`config.mk`:
```
export PLATFORM = sky130hd
export DESIGN_NAME = reg_file_2r1w_flat
export DESIGN_NICKNAME = d
export VERILOG_FILES = /design/src/rtl/reg_file_pkg.sv /design/src/rtl/reg_file_2r1w_if.sv /design/src/rtl/reg_file_rd_port.sv /design/src/rtl/reg_file_2r1w.sv /design/src/flat_wrapper.sv
export SDC_FILE = /design/constraint.sdc
export NUM_CORES = 1
export LEC_CHECK = 0
export ABC_CLOCK_PERIOD_IN_PS = 5800
export CAP_MARGIN = 20
export CORE_MARGIN = 5
export CORE_UTILIZATION = 40
export CTS_BUF_LIST = sky130_fd_sc_hd__clkbuf_16
export DETAILED_ROUTE_END_ITERATION = 7
export PLACE_DENSITY_LB_ADDON = 0.12
export SLEW_MARGIN = 40
export SYNTH_ARGS = -nofsm -noshare
export SYNTH_HDL_FRONTEND = slang
export SYNTH_HIERARCHICAL = 1
export SYNTH_SLANG_ARGS = --single-unit
export TNS_END_PERCENT = 10
```
`constraint.sdc`:
```
create_clock -name clk -period 5.8 [get_ports clk]
set_clock_uncertainty 0.2 [all_clocks]
set_input_delay 0.58 -clock clk [delete_from_list [all_inputs] [get_ports clk]]
set_output_delay 0.58 -clock clk [all_outputs]
set_load 0.01 [all_outputs]
```
`src/rtl/reg_file_pkg.sv`:
```
// Shared types and default widths for the 2-read/1-write register file.
package reg_file_pkg;

  localparam int RF_DATA_W = 32;
  localparam int RF_ADDR_W = 4;

  typedef enum logic {
    RF_INIT = 1'b0,
    RF_RUN  = 1'b1
  } rf_state_e;

endpackage

```
`src/rtl/reg_file_2r1w_if.sv`:
```
// Request/response bundle between the pipeline and the register file.
// master = decode/writeback side, slave = register file.
interface reg_file_2r1w_if
  import reg_file_pkg::*;
#(
  parameter int DATA_W = RF_DATA_W,
  parameter int ADDR_W = RF_ADDR_W
);

  logic              ready;
  logic              rd0_en;
  logic [ADDR_W-1:0] rd0_addr;
  logic [DATA_W-1:0] rd0_data;
  logic              rd0_valid;
  logic              rd1_en;
  logic [ADDR_W-1:0] rd1_addr;
  logic [DATA_W-1:0] rd1_data;
  logic              rd1_valid;
  logic              wr_en;
  logic [ADDR_W-1:0] wr_addr;
  logic [DATA_W-1:0] wr_data;

  modport master (
    input  ready, rd0_data, rd0_valid, rd1_data, rd1_valid,
    output rd0_en, rd0_addr, rd1_en, rd1_addr, wr_en, wr_addr, wr_data
  );

  modport slave (
    output ready, rd0_data, rd0_valid, rd1_data, rd1_valid,
    input  rd0_en, rd0_addr, rd1_en, rd1_addr, wr_en, wr_addr, wr_data
  );

endinterface

```
`src/rtl/reg_file_rd_port.sv`:
```
// One registered read port: write-first bypass, zero-register masking
// and the data/valid output registers.
module reg_file_rd_port #(
  parameter int DATA_W   = 32,
  parameter int ADDR_W   = 4,
  parameter bit ZERO_REG = 1'b0
) (
  input  logic              clk,
  input  logic              rst,
  input  logic              run,
  input  logic              rd_en,
  input  logic [ADDR_W-1:0] rd_addr,
  input  logic              wr_fire,
  input  logic [ADDR_W-1:0] wr_addr,
  input  logic [DATA_W-1:0] wr_data,
  input  logic [DATA_W-1:0] mem_data,
  output logic [DATA_W-1:0] rd_data,
  output logic              rd_valid
);

  logic              take;
  logic              bypass_hit;
  logic              zero_hit;
  logic [DATA_W-1:0] data_nxt;

  // Select the value a read sampled this cycle must return.
  always_comb begin
    take       = run && rd_en;
    bypass_hit = wr_fire && (wr_addr == rd_addr);
    zero_hit   = ZERO_REG && (rd_addr == '0);
    if (zero_hit)
      data_nxt = '0;
    else if (bypass_hit)
      data_nxt = wr_data;
    else
      data_nxt = mem_data;
  end

  // Output registers: data holds between reads, valid is a one-cycle pulse.
  always_ff @(posedge clk) begin
    if (rst) begin
      rd_data  <= '0;
      rd_valid <= 1'b0;
    end else begin
      rd_valid <= take;
      if (take)
        rd_data <= data_nxt;
    end
  end

endmodule

```
`src/rtl/reg_file_2r1w.sv`:
```
// Parametrised 2-read/1-write register file with self-clearing init.
//
// state   | meaning
// RF_INIT | clearing entry[ptr] each cycle, all requests ignored
// RF_RUN  | array initialised, ready = 1, reads/writes accepted
module reg_file_2r1w
  import reg_file_pkg::*;
#(
  parameter int DATA_W   = RF_DATA_W,
  parameter int ADDR_W   = RF_ADDR_W,
  parameter bit ZERO_REG = 1'b0
) (
  input logic               clk,
  input logic               rst,
  reg_file_2r1w_if.slave    bus
);

  localparam int DEPTH = 2 ** ADDR_W;

  logic [DATA_W-1:0] mem [DEPTH];

  rf_state_e         state, state_nxt;
  logic [ADDR_W-1:0] ptr, ptr_nxt;
  logic              run;
  logic              init_we;
  logic              wr_fire;

  // State and clear-pointer registers.
  always_ff @(posedge clk) begin
    if (rst) begin
      state <= RF_INIT;
      ptr   <= '0;
    end else begin
      state <= state_nxt;
      ptr   <= ptr_nxt;
    end
  end

  // Next state: walk the pointer once across the array, then run forever.
  always_comb begin
    state_nxt = state;
    ptr_nxt   = ptr;
    case (state)
      RF_INIT: begin
        ptr_nxt = ptr + ADDR_W'(1);
        if (ptr == ADDR_W'(DEPTH - 1))
          state_nxt = RF_RUN;
      end
      RF_RUN:  state_nxt = RF_RUN;
      default: state_nxt = RF_INIT;
    endcase
  end

  // State-decoded controls and write qualification.
  always_comb begin
    run     = (state == RF_RUN);
    init_we = (state == RF_INIT);
    wr_fire = run && bus.wr_en && !(ZERO_REG && (bus.wr_addr == '0));
  end

  assign bus.ready = run;

  // Storage: zero fill during init, qualified writes afterwards; a write in
  // a reset cycle is dropped.
  always_ff @(posedge clk) begin
    if (!rst) begin
      if (init_we)
        mem[ptr] <= '0;
      else if (wr_fire)
        mem[bus.wr_addr] <= bus.wr_data;
    end
  end

  reg_file_rd_port #(
    .DATA_W   (DATA_W),
    .ADDR_W   (ADDR_W),
    .ZERO_REG (ZERO_REG)
  ) u_rd0 (
    .clk      (clk),
    .rst      (rst),
    .run      (run),
    .rd_en    (bus.rd0_en),
    .rd_addr  (bus.rd0_addr),
    .wr_fire  (wr_fire),
    .wr_addr  (bus.wr_addr),
    .wr_data  (bus.wr_data),
    .mem_data (mem[bus.rd0_addr]),
    .rd_data  (bus.rd0_data),
    .rd_valid (bus.rd0_valid)
  );

  reg_file_rd_port #(
    .DATA_W   (DATA_W),
    .ADDR_W   (ADDR_W),
    .ZERO_REG (ZERO_REG)
  ) u_rd1 (
    .clk      (clk),
    .rst      (rst),
    .run      (run),
    .rd_en    (bus.rd1_en),
    .rd_addr  (bus.rd1_addr),
    .wr_fire  (wr_fire),
    .wr_addr  (bus.wr_addr),
    .wr_data  (bus.wr_data),
    .mem_data (mem[bus.rd1_addr]),
    .rd_data  (bus.rd1_data),
    .rd_valid (bus.rd1_valid)
  );

endmodule

```
`src/flat_wrapper.sv`:
```
// flat-port wrapper written by rule: the top's interface ports become plain ports
module reg_file_2r1w_flat import reg_file_pkg::*;
#(
  parameter int DATA_W   = RF_DATA_W,
  parameter int ADDR_W   = RF_ADDR_W,
  parameter bit ZERO_REG = 1'b0
)
  (clk, rst, bus_ready, bus_rd0_data, bus_rd0_valid, bus_rd1_data, bus_rd1_valid, bus_rd0_en, bus_rd0_addr, bus_rd1_en, bus_rd1_addr, bus_wr_en, bus_wr_addr, bus_wr_data);
  reg_file_2r1w_if #(.DATA_W(DATA_W), .ADDR_W(ADDR_W)) bus_i ();
  input logic clk;
  input logic rst;
  output wire logic [$bits(bus_i.ready)-1:0] bus_ready;
  output wire logic [$bits(bus_i.rd0_data)-1:0] bus_rd0_data;
  output wire logic [$bits(bus_i.rd0_valid)-1:0] bus_rd0_valid;
  output wire logic [$bits(bus_i.rd1_data)-1:0] bus_rd1_data;
  output wire logic [$bits(bus_i.rd1_valid)-1:0] bus_rd1_valid;
  input wire logic [$bits(bus_i.rd0_en)-1:0] bus_rd0_en;
  input wire logic [$bits(bus_i.rd0_addr)-1:0] bus_rd0_addr;
  input wire logic [$bits(bus_i.rd1_en)-1:0] bus_rd1_en;
  input wire logic [$bits(bus_i.rd1_addr)-1:0] bus_rd1_addr;
  input wire logic [$bits(bus_i.wr_en)-1:0] bus_wr_en;
  input wire logic [$bits(bus_i.wr_addr)-1:0] bus_wr_addr;
  input wire logic [$bits(bus_i.wr_data)-1:0] bus_wr_data;
  assign bus_ready = bus_i.ready;
  assign bus_rd0_data = bus_i.rd0_data;
  assign bus_rd0_valid = bus_i.rd0_valid;
  assign bus_rd1_data = bus_i.rd1_data;
  assign bus_rd1_valid = bus_i.rd1_valid;
  assign bus_i.rd0_en = bus_rd0_en;
  assign bus_i.rd0_addr = bus_rd0_addr;
  assign bus_i.rd1_en = bus_rd1_en;
  assign bus_i.rd1_addr = bus_rd1_addr;
  assign bus_i.wr_en = bus_wr_en;
  assign bus_i.wr_addr = bus_wr_addr;
  assign bus_i.wr_data = bus_wr_data;
  reg_file_2r1w #(.DATA_W(DATA_W), .ADDR_W(ADDR_W), .ZERO_REG(ZERO_REG)) u_core (.clk(clk), .rst(rst), .bus(bus_i));
endmodule
```
==> results.json, run 1 <==
{
  "status": "completed",
  "grt_usage_pct": 22.55,
  "rsz0062_at_grt": "no",
  "worst_ir_drop_vdd_mv": 0.1815,
  "synth_seq_cells": 583,
  "syn_nets": 1585,
  "ys_seq_area_share_pct": 61.24,
  "clock_sinks": 583,
  "firstDrtPassIters": 7,
  "setup_ws_ns": 2.534,
  "grt_pass1_wl_mm": 121.5,
  "max_slew_margin_pct": 44.57,
  "clk_latency_ns": 0.59,
  "port_buffers": 115,
  "switchingPower_mw": 2.088,
  "nets": 1694,
  "netlist_top_cells_count": "edfxtp_1 (512), mux4_2 (256), a22oi_1 (128), nor2_1 (72), dfxtp_1 (71)",
  "min_period_over_period_pct": 56.31,
  "synth-edff-count": 512,
  "syn_area_per_cell_sq_um": 17.87,
  "cts_setup_buffers": 0,
  "final_core_util_pct": 46.57,
  "fin_setup_tns_ns": 0,
  "cts_tree": "yes",
  "p_sw_share_pct": 22.73,
  "clock-root-buffer": "clkbuf_16",
  "cts_buffer_depth": 3,
  "grt_max_degree": 96,
  "worstSetupStartpointType": "flop",
  "coreArea_sq_um": 68350,
  "wl_per_cell_um": 32.44,
  "crit_arrival_ns": 3.27,
  "clock_power_share_pct": 43.1,
  "vias_per_cell": 6.317,
  "initial_core_util_pct": 40.13,
  "antenna_left": 0,
  "yosys_warnings": 6,
  "p_int_mw": 7.095,
  "maxCapViolCount": 0,
  "synthesis.area_sq_um": 27430,
  "grt_overflow": 0,
  "fp-row-count": 96,
  "async_reset_ff_share_pct": 0,
  "ctsHoldBuffers": 0,
  "drt_iter0_markers": 1580,
  "synth.most_common_cell": "edfxtp_1",
  "instances_no_fill": 2581,
  "synth_area_leaders": "edfxtp_1 (56%), mux4_2 (21%), dfxtp_1 (5.2%), a22oi_1 (3.5%), a311oi_2 (3.3%)",
  "hold_class": "primary input to flop",
  "gp_congestion": 0.7828,
  "io_pins": 116,
  "hold_viol": 0,
  "synthFlopType": "edfxtp_1",
  "synth_cell_types": 39,
  "area_delta_synth_final_pct": 16.05,
  "slew_viol_final": 0,
  "routed-via-count": 16305,
  "cts_buffers": 68,
  "crit_fanout": 32,
  "die-height_um": 271.8,
  "setup_viol": 0,
  "worstMarginPinSlew_ns": 0.8314,
  "power_density_nw_per_um2": 288.5,
  "combPwrFrac_pct": 7.2,
  "placed_cells": 2453,
  "clk_pin_slew_worst_paths_ns": 0.05,
  "end_kind": "flop",
  "max_freq_mhz": 306.2,
  "die_width_um": 271.8,
  "synth_largest_type_area_fraction_pct": 56.06,
  "crit_required_ns": 5.81,
  "synthCells": 1535,
  "die_area_sq_um": 73900,
  "antenna_found_initial": 2,
  "drive_above_1_share_pct": 33.63,
  "cts_resized": 0,
  "dp_hpwl_mm": 48.66,
  "seqPwrFrac_pct": 49.7,
  "grt_pass1_vias": 16862,
  "power_mw": 9.183,
  "cellLeakagePower_nw": 10.60,
  "path_class": "flop to flop",
  "drc": 0,
  "synth_largest_area_cell": "edfxtp_1",
  "post-route-min-period_ns": 3.266,
  "wl_mm": 83.72,
  "pre_cts_ws_ns": 2.200,
  "htreeDepth": 3
}
==> power by group through the flow <==
stage | registers, mW | clock network (mW) | logic [mW]
2_1_floorplan | 4.65 | 0 | 0.413
3_3_place_gp | 4.65 | 0 | 0.651
3_5_place_dp | 4.65 | 0 | 0.657
4_1_cts | 4.57 | 4.05 | 0.659
5_1_grt | 4.57 | 4.23 | 0.695
6_report | 4.57 | 3.96 | 0.660
==> area by class of cell <==
class                           count  area [sq um]
Fill cell                        5696         36520
Sequential cell                   583         16800
Multi-Input combinational cell    811         10030
Timing Repair Buffer              178          1831
Clock buffer                       73          1827
Tap cell                          882          1104
Clock inverter                     51         229.0
Inverter                            2         7.507
Antenna cell                        1         2.502
==> cells in the final DEF, fill, tap and decap left out, drive strengths merged, types with 3 or more instances in the layout <==
cell | netlist | routed
nand2 | 64 | 64
nor2 | 72 | 72
a22oi | 128 | 128
mux2i | 4 | 4
mux4 | 256 | 256
dfxtp | 71 | 71
inv | 2 | 33
and2 | 37 | 37
clkinv | 0 | 19
nor4 | 16 | 16
nand3 | 65 | 65
o21ai | 64 | 64
buf | 90 | 65
xnor2 | 3 | 3
mux2 | 3 | 3
edfxtp | 512 | 512
nand2b | 11 | 11
a311oi | 64 | 64
nor2b | 7 | 7
clkdlybuf4s50 | 0 | 110
clkbuf | 49 | 76
==> critical path, cell delays in order (launching register included) <==
cell	delay, ns
dfxtp_1	0.78
and3b_2	0.48
mux2_2	0.49
nor4_2	0.29
buf_4	0.61
==> layer usage <==
layer | global-route usage (%) | wire length [um]
met5 | 0 | 0
met3 | 5.488 | 6557
met2 | 35.63 | 39460
met4 | 5.833 | 2099
met1 | 31.75 | 35600
==> state kept, by name, summed over array words and instances, names as in the netlist <==
signal,flops
u_core/ptr,4
u_core/mem,512
u_core/bus.ready,1
u_core/u_rd1/rd_data,32
u_core/u_rd0/rd_valid,1
u_core/u_rd0/rd_data,32
u_core/u_rd1/rd_valid,1
==> worst paths after layout <==
kind	start	slack (ns)	endpoint	cells after the start
setup reg to reg	u_core/bus.ready	2.53	u_core/mem[4][10]	4
hold / removal	rst	0.32	u_core/u_rd1/rd_valid	2
setup / recovery	u_core/bus.ready	2.53	u_core/mem[4][10]	4
hold reg to reg	u_core/u_rd1/rd_data[27]	0.32	u_core/u_rd1/rd_data[27]	2
==> stage by stage <==
| stage | instance area (sq um) | hold slack, ns |
|---|---|---|
| floorplan | 27430 | 0.3184 |
| global placement | 29480 | 0.2957 |
| detailed placement | 29710 | 0.3116 |
| CTS | 31770 | 0.3145 |
| global route | 31820 | 0.3407 |
| finish | 31830 | 0.3231 |
==> logic make-up after synthesis <==
logic type                 after synthesis  share of synthesized area (%)
and+or+nand+nor                        279                          5.972
AOI/OAI and AO/OA                      263                          8.372
buffers and inverters                  141                          2.888
adders and majority gates                1                        0.04562
muxes                                  263                          21.32
DFF                                    583                          61.24
xor gates and xnor gates                 5                         0.1597
No activity file was read; power rests on OpenSTA's default activity.
==> run 2: changes to the inputs <==
--- a/config.mk
+++ b/config.mk
@@ -5,7 +5,7 @@
 export SDC_FILE = /design/constraint.sdc
 export NUM_CORES = 1
 export LEC_CHECK = 0
-export ABC_CLOCK_PERIOD_IN_PS = 5800
+export ABC_CLOCK_PERIOD_IN_PS = 2930
 export CAP_MARGIN = 20
 export CORE_MARGIN = 5
 export CORE_UTILIZATION = 40
==> constraint.sdc (replaced) <==
create_clock -name clk -period 2.93 [get_ports clk]
set_clock_uncertainty 0.2 [all_clocks]
set_input_delay 0.293 -clock clk [delete_from_list [all_inputs] [get_ports clk]]
set_output_delay 0.293 -clock clk [all_outputs]
set_load 0.01 [all_outputs]
==> results.json, run 2 (synthesis results as in run 1) <==
{
  "gp_congestion": 0.7924,
  "post-route-min-period_ns": 2.571,
  "antenna_left": 0,
  "coreArea_sq_um": 68350,
  "clk_pin_slew_worst_paths_ns": 0.05,
  "instances_no_fill": 2653,
  "drt_iter0_markers": 1391,
  "clk_latency_ns": 0.60,
  "nets": 1768,
  "crit_arrival_ns": 2.65,
  "initial_core_util_pct": 40.13,
  "die_area_sq_um": 73900,
  "grt_pass1_wl_mm": 123.1,
  "max_slew_margin_pct": 47.93,
  "end_kind": "flop",
  "final_cell_mix": "edfxtp_1 (512), mux4_2 (256), a22oi_1 (128), clkdlybuf4s50_1 (110)",
  "dp_hpwl_mm": 54.44,
  "largestRegisters": "u_core/mem x512, u_core/u_rd0/rd_data x32, u_core/u_rd1/rd_data x32",
  "ctsHoldBuffers": 0,
  "cts_buffers": 68,
  "hold_slack_ns": 0.1642,
  "fp-row-count": 96,
  "largest_reg_flops": 512,
  "largest_register": "u_core/mem",
  "power_density_nw_per_um2": 558.6,
  "cellLeakagePower_nw": 11.13,
  "min_period_over_period_pct": 87.75,
  "clock-root-buffer": "clkbuf_16",
  "firstDrtPassIters": 5,
  "die-height_um": 271.8,
  "setup_viol": 0,
  "crit_fanout": 13,
  "wl_mm": 82.71,
  "hold_viol": 0,
  "drc": 0,
  "cts_resized": 0,
  "htreeDepth": 3,
  "grt_overflow": 0,
  "layout_commonest_cell": "edfxtp_1",
  "cts_buffer_depth": 3,
  "crit_required_ns": 3.01,
  "grt_max_degree": 66,
  "port_buffers": 115,
  "drive_above_1_share_pct": 37.06,
  "max_freq_mhz": 388.9,
  "clock_sinks": 583,
  "status": "completed",
  "placed_cells": 2530,
  "hold_class": "primary input to flop",
  "rsz0062_at_grt": "no",
  "routed-via-count": 16234,
  "path_class": "flop to flop",
  "die_width_um": 271.8,
  "slew_viol_final": 0,
  "power_mw": 18.60,
  "worstMarginPinSlew_ns": 0.7811,
  "io_pins": 116,
  "vias_per_cell": 6.119,
  "area_delta_synth_final_pct": 21.39,
  "cts_setup_buffers": 0,
  "cts_tree": "yes",
  "grt_pass1_vias": 17338,
  "maxCapViolCount": 0,
  "worstSetupStartpointType": "flop",
  "wl_per_cell_um": 31.18,
  "antenna_found_initial": 1,
  "grt_usage_pct": 22.57,
  "worst_ir_drop_vdd_mv": 0.3405
}
-- run 2: cell count changes in the layout (fill, tap and decap cells not counted), sizes merged --
cell	before	now
bufinv	1	5
inv	33	19
clkinv	19	26
clkinvlp	0	5
buf	65	140
clkbuf	76	71
-- run 2: final timing paths --
| check | start | end | slack, ns | cells after the start |
|---|---|---|---|---|
| hold / removal | bus_wr_data[27] | u_core/u_rd1/rd_data[27] | 0.16 | 3 |
| setup / recovery | u_core/bus.ready | u_core/mem[14][16] | 0.36 | 5 |
| hold reg to reg | u_core/u_rd0/rd_data[31] | u_core/u_rd0/rd_data[31] | 0.31 | 2 |
| setup reg to reg | u_core/bus.ready | u_core/mem[14][16] | 0.36 | 5 |
-- run 2: cell type report --
cell class / count / area, sq um
fill: 5631 / 35050
sequential: 583 / 16800
multi-input combinational: 811 / 10190
timing repair buffer: 252 / 3068
clock buffer: 69 / 1727
tap: 882 / 1104
clock inverter: 53 / 400.4
inverter: 2 / 7.507
antenna: 1 / 2.502
-- run 2: metal layers --
layer	global-route usage [%]	vias to the layer above	share of wire, %
met1	32.38	8686	44
li1	-	6878	-
met5	0	-	0
met3	4.105	111	5.7
met4	4.734	0	2.0
met2	36.60	559	48
-- run 2: per-stage QoR --
stage	util, %	worst slack (ns)	TNS (ns)	instance area, sq um
6_report	48.71	0.3589	0	33290
5_1_grt	48.71	0.2991	0	33290
4_1_cts	48.71	0.3398	0	33290
3_5_place_dp	45.59	-0.1780	-26.68	31160
3_3_place_gp	45.57	-0.1086	-14.00	31140
2_1_floorplan	-	-0.7074	-354.08	27530
-- run 2: worst max-delay path: stages, from the launching register on --
cell,delay [ns]
dfxtp_1,0.35
and3b_2,0.34
buf_4,0.21
mux2_4,0.42
nor4_4,0.38
buf_4,0.33
-- run 2: power by group --
| part | internal [mW] | total (mW) | switching (mW) | leakage, nW |
|---|---|---|---|---|
| sequential | 9.00 | 9.04 | 0.0415 | 6.00 |
| combinational | 0.580 | 1.39 | 0.809 | 4.06 |
| clock | 4.74 | 8.16 | 3.43 | 1.07 |
| total | 14.3 | 18.6 | 4.28 | 11.1 |
